`config.mk`:
```
export PLATFORM = sky130hd
export DESIGN_NAME = ifid_fetch
export DESIGN_NICKNAME = d
export VERILOG_FILES = /design/src/rtl/ifid_fetch.sv
export SDC_FILE = /design/constraint.sdc
export NUM_CORES = 1
export LEC_CHECK = 0
export ABC_AREA = 1
export BUFFER_PORTS_ARGS = -buffer_cell sky130_fd_sc_hd__buf_2
export CORE_MARGIN = 5
export CORE_UTILIZATION = 25
export CTS_CLUSTER_SIZE = 14
export DETAILED_ROUTE_END_ITERATION = 16
export MAX_ROUTING_LAYER = met4
export PLACE_DENSITY = 0.54
export SLEW_MARGIN = 20
export SYNTH_ARGS = -nofsm -noshare
export SYNTH_HDL_FRONTEND = slang
export SYNTH_SLANG_ARGS = --single-unit
```
`constraint.sdc`:
```
create_clock -name i_clk -period 3.65 [get_ports i_clk]
set_input_delay 0.73 -clock i_clk [delete_from_list [all_inputs] [get_ports i_clk]]
set_output_delay 0.73 -clock i_clk [all_outputs]
set_load 0.03 [all_outputs]
```
`src/rtl/ifid_fetch.sv`:
```
// rtl/ifid_fetch.sv - instruction fetch FSM with IF/ID register and one-entry stall buffer
module ifid_fetch #(
  parameter logic [31:0] RESET_PC  = 32'h0000_0000,
  parameter logic [31:0] NOP_INSTR = 32'h0000_0013
) (
  input  logic        i_clk,
  input  logic        i_rst_n,
  input  logic        i_stall,
  input  logic        i_redirect_en,
  input  logic [31:0] i_redirect_pc,
  output logic        o_imem_req,
  output logic [31:0] o_imem_addr,
  input  logic        i_imem_ack,
  input  logic [31:0] i_imem_rdata,
  output logic        o_valid,
  output logic [31:0] o_instr,
  output logic [31:0] o_pc,
  output logic [31:0] o_pc4,
  output logic [2:0]  o_imm_sel
);

  typedef enum logic [1:0] {BOOT, REQ, BUF} state_t;

  state_t      state, state_nx;
  logic [31:0] fetch_pc, fetch_pc_nx;
  logic [31:0] buf_instr, buf_instr_nx;
  logic [31:0] buf_pc, buf_pc_nx;
  logic        valid_nx;
  logic [31:0] instr_nx, pc_nx;

  always_ff @(posedge i_clk or negedge i_rst_n) begin
    if (!i_rst_n) begin
      state <= BOOT;
    end else begin
      state <= state_nx;
    end
  end

  always_ff @(posedge i_clk or negedge i_rst_n) begin
    if (!i_rst_n) begin
      fetch_pc  <= RESET_PC;
      buf_instr <= NOP_INSTR;
      buf_pc    <= RESET_PC;
      o_valid   <= 1'b0;
      o_instr   <= NOP_INSTR;
      o_pc      <= RESET_PC;
    end else begin
      fetch_pc  <= fetch_pc_nx;
      buf_instr <= buf_instr_nx;
      buf_pc    <= buf_pc_nx;
      o_valid   <= valid_nx;
      o_instr   <= instr_nx;
      o_pc      <= pc_nx;
    end
  end

  // Redirect overrides everything: any same-cycle ack or buffered word is dropped.
  always_comb begin
    state_nx     = state;
    fetch_pc_nx  = fetch_pc;
    buf_instr_nx = buf_instr;
    buf_pc_nx    = buf_pc;
    valid_nx     = o_valid;
    instr_nx     = o_instr;
    pc_nx        = o_pc;
    if (i_redirect_en) begin
      state_nx     = REQ;
      fetch_pc_nx  = i_redirect_pc;
      buf_instr_nx = NOP_INSTR;
      valid_nx     = 1'b0;
      instr_nx     = NOP_INSTR;
    end else begin
      case (state)
        BOOT: state_nx = REQ;
        REQ: begin
          if (i_imem_ack) begin
            fetch_pc_nx = fetch_pc + 32'd4;
            if (i_stall) begin
              buf_instr_nx = i_imem_rdata;
              buf_pc_nx    = fetch_pc;
              state_nx     = BUF;
            end else begin
              valid_nx = 1'b1;
              instr_nx = i_imem_rdata;
              pc_nx    = fetch_pc;
            end
          end else if (!i_stall) begin
            valid_nx = 1'b0;
            instr_nx = NOP_INSTR;
          end
        end
        BUF: begin
          if (!i_stall) begin
            valid_nx = 1'b1;
            instr_nx = buf_instr;
            pc_nx    = buf_pc;
            state_nx = REQ;
          end
        end
        default: state_nx = BOOT;
      endcase
    end
  end

  assign o_imem_req  = (state == REQ);
  assign o_imem_addr = fetch_pc;
  assign o_pc4       = o_pc + 32'd4;

  always_comb begin
    o_imm_sel = 3'b111;
    if (o_valid) begin
      case (o_instr[6:0])
        7'b0110111, 7'b0010111:            o_imm_sel = 3'b110;
        7'b1101111:                        o_imm_sel = 3'b010;
        7'b1100011:                        o_imm_sel = 3'b001;
        7'b0100011:                        o_imm_sel = 3'b000;
        7'b0000011, 7'b0010011, 7'b1100111: o_imm_sel = 3'b011;
        default:                           o_imm_sel = 3'b111;
      endcase
    end
  end

endmodule

```
==> flow_metrics.py <==
metrics = {
    "setup_path": {
        "critPathSlowestCell": "dfrtp_1",
        "worstPathRequired_ns": 2.92,
        "worstSetupStartpointType": "flop",
        "slowest_delay_ns": 0.44,
        "end_kind": "output port",
        "path_buf_inv": 3,
        "critical_path_class": "reg2out",
        "cp.arrival_ns": 2.25,
        "path_cells": "ha_1 -> inv_1 -> nor2_1 -> inv_1 -> nor2_1 -> nand3_1 -> xor2_1 -> buf_2",
        "path_delay_family": "simple AND/OR/NAND/NOR gates",
        "crit_path_max_fanout": 6,
    },
    "sta": {
        "rsz0062_at_grt": "no",
        "tightest_slew_ns": 0.917,
        "finalHoldViolations": 0,
        "setup_violations": 0,
        "fin_crit_sh_pct": 81.5,
        "setup_tns_ns": 0,
        "slew_headroom_pct": 38.9,
        "whs_ns": 0.319,
        "slew_viol_final": 0,
        "min_period_ns": 2.98,
        "fmax_mhz": 336,
        "skew_ns": 0.0117,
    },
    "power": {
        "power.internal_uw": 3530,
        "swShare_pct": 38.9,
        "p_comb_share_pct": 29.4,
        "power.density_nw_per_um2": 540,
        "ir_drop_uv": 309,
        "power.switching_uw": 2250,
        "leakagePower_uw": 0.00492,
        "clkPwrFrac_pct": 29.5,
        "seqPwrFrac_pct": 41.1,
    },
    "synth": {
        "synth_edf_count": 0,
        "synth_compound_area_share_pct": 17.4,
        "ys_ff_latch": 163,
        "yosys.area.top_type": "dfrtp_1",
        "synthArstFlopShare_pct": 100,
        "post_synth.cell_area_avg_um2": 7.71,
        "ys_types": 41,
        "yosysTopAreaCellShare_pct": 45.3,
        "synth_cells": 1125,
        "syn_area_um2": 8670,
        "synth-simple-area-share_pct": 23.9,
        "ys_seq_area_share_pct": 47.1,
        "synth_ff_type": "dfrtp_1",
        "ys_warn_count": 0,
        "synthTopCellsByArea": "dfrtp_1, nand2_1, o21ai_0",
        "synth_fa_ha_area_share_pct": 0.289,
        "synth-xor-area-share_pct": 3.23,
        "synth_top_family_by_area": "simple AND/OR/NAND/NOR gates",
        "syn_nets": 1196,
        "synth.area.mux_share_pct": 0,
    },
    "clock_tree": {
        "worst_skew_pair.late_latency_ns": 0.43,
        "cts_tree": "done",
        "postCtsHoldBufs": 0,
        "clk_pin_slew_worst_paths_ns": 0.07,
        "post_cts_resized": 0,
        "cts_buffer_depth": 2,
        "clock_sinks": 163,
        "cts_made_buffers": 17,
        "root_buffer": "clkbuf_16",
        "htree_levels": 4,
        "post-cts-setup-buffer-count": 0,
    },
    "placed_design": {
        "io_buffer_count": 201,
        "place_hpwl_um": 22100,
        "dp.cells": 1743,
        "place_congestion": 0.899,
    },
    "floorplanning": {
        "initial_core_util_pct": 25.2,
        "die_w_um": 196,
        "coreArea_um2": 34400,
        "num_io_pins": 202,
        "dieArea_um2": 38500,
        "die_h_um": 196,
        "rows": 68,
    },
    "drt": {
        "drtIter0Drc": 624,
        "wl_per_cell_um": 16.6,
        "ant_nets": 0,
        "firstDrtPassIters": 5,
        "post-route-drc-count": 0,
        "via_count": 8225,
        "via_per_inst": 4.61,
        "routed_wl_um": 29700,
    },
    "global_route": {
        "grt_pass1_vias": 7998,
        "grt_pass1_wl_um": 46400,
        "grt_usage_pct": 15.8,
        "grt_max_degree": 89,
        "antenna_found_initial": 10,
        "overflow": 0,
    },
    "cells_and_area": {
        "synthToLayoutAreaGrowth_pct": 23.3,
        "final_cell_mix": "nand2_1, buf_2, dfrtp_1",
        "layout-drive-gt1-share_pct": 20.0,
        "stdcell_count": 1785,
        "layout_commonest_cell": "nand2_1",
        "final_nets": 1378,
    },
    "flow_run": {
        "maxCapViolCount": 0,
    },
    "run_status": {
        "outcome": "finished, final reports clean",
    },
    "hold_path": {
        "hp-class": "in2async",
    },
}
-- metrics by stage --
stage | setup WS, ns | util [%] | instance area [µm²] | power [µW]
4_1_cts | 0.662 | 31.0 | 10700 | 5850
3_5_place_dp | 1.06 | 29.4 | 10100 | 4120
6_report | 0.674 | 31.1 | 10700 | 5780
3_3_place_gp | 1.15 | 29.4 | 10100 | 4100
5_1_grt | 0.483 | 31.1 | 10700 | 6100
2_1_floorplan | 1.02 | - | 8670 | 3480
-- kinds of logic after synthesis --
logic type | count (synthesis)
flops | 163
simple gates | 516
fa+ha+maj | 2
buf+inv | 168
compound gates | 244
xor+xnor | 32
-- registers in the layout, indices dropped and copies added (netlist names) --
register	flops
buf_instr	32
o_imem_addr	32
o_instr	32
o_valid	1
buf_pc	32
o_pc	32
state	2
-- power by group through the flow --
| stage | clock network (µW) | logic [µW] | registers (µW) |
|---|---|---|---|
| after floorplan | 0 | 850 | 2630 |
| after global placement | 0 | 1710 | 2400 |
| after detailed placement | 0 | 1720 | 2400 |
| after CTS | 1750 | 1720 | 2370 |
| after global routing | 1830 | 1860 | 2420 |
| final | 1700 | 1700 | 2370 |
-- per-layer routing --
metal / GRT usage [%] / up-vias / share of wire [%]
li1: - / 4063 / -
met1: 21.3 / 3887 / 46
met2: 24.0 / 254 / 45
met3: 4.34 / 21 / 7.8
met4: 3.28 / 0 / 0.90
met5: - / - / 0
-- synthesized netlist by cell type (2+ instances only) --
master	number
a41oi_1	3
clkbuf_2	4
o22a_1	3
nand3_1	52
nor3_1	15
clkbuf_1	25
inv_1	111
o21bai_1	5
nor2_2	4
o31ai_1	21
dfstp_2	6
dfrtp_1	157
xor2_1	32
buf_6	3
nor2_1	104
ha_1	2
buf_2	14
nor4_1	2
o211ai_1	26
nand4_1	5
nand2_1	327
o21ai_0	108
inv_2	3
buf_4	7
a22o_1	16
o21ai_1	7
a21oi_1	25
nand2_2	2
o21a_1	14
a31oi_1	10
o22ai_1	2
-- final timing paths --
check / cells past startpoint / slack (ns) / startpoint / endpoint
setup / recovery: 8 / 0.67 / o_pc[3] / o_pc4[16]
hold / removal: 1 / 0.32 / i_rst_n / o_instr[29]
setup reg to reg: 6 / 1.49 / state[1] / o_pc[28]
hold reg to reg: 2 / 0.47 / buf_instr[15] / buf_instr[15]
max in group asynchronous: 2 / 2.37 / i_rst_n / o_pc[18]
min in group i_clk: 2 / 0.47 / buf_instr[15] / buf_instr[15]
-- cell type report --
class	count	area, µm²
flip-flops and latches	163	4090
clock inverters	9	81.3
multi-input cells	794	3890
well taps	455	569
repair buffers	217	1140
inverters	114	428
clock buffers	23	468
diodes	10	25.0
fillers	3766	23700
Note: power is estimated with default switching activity, not from simulation.
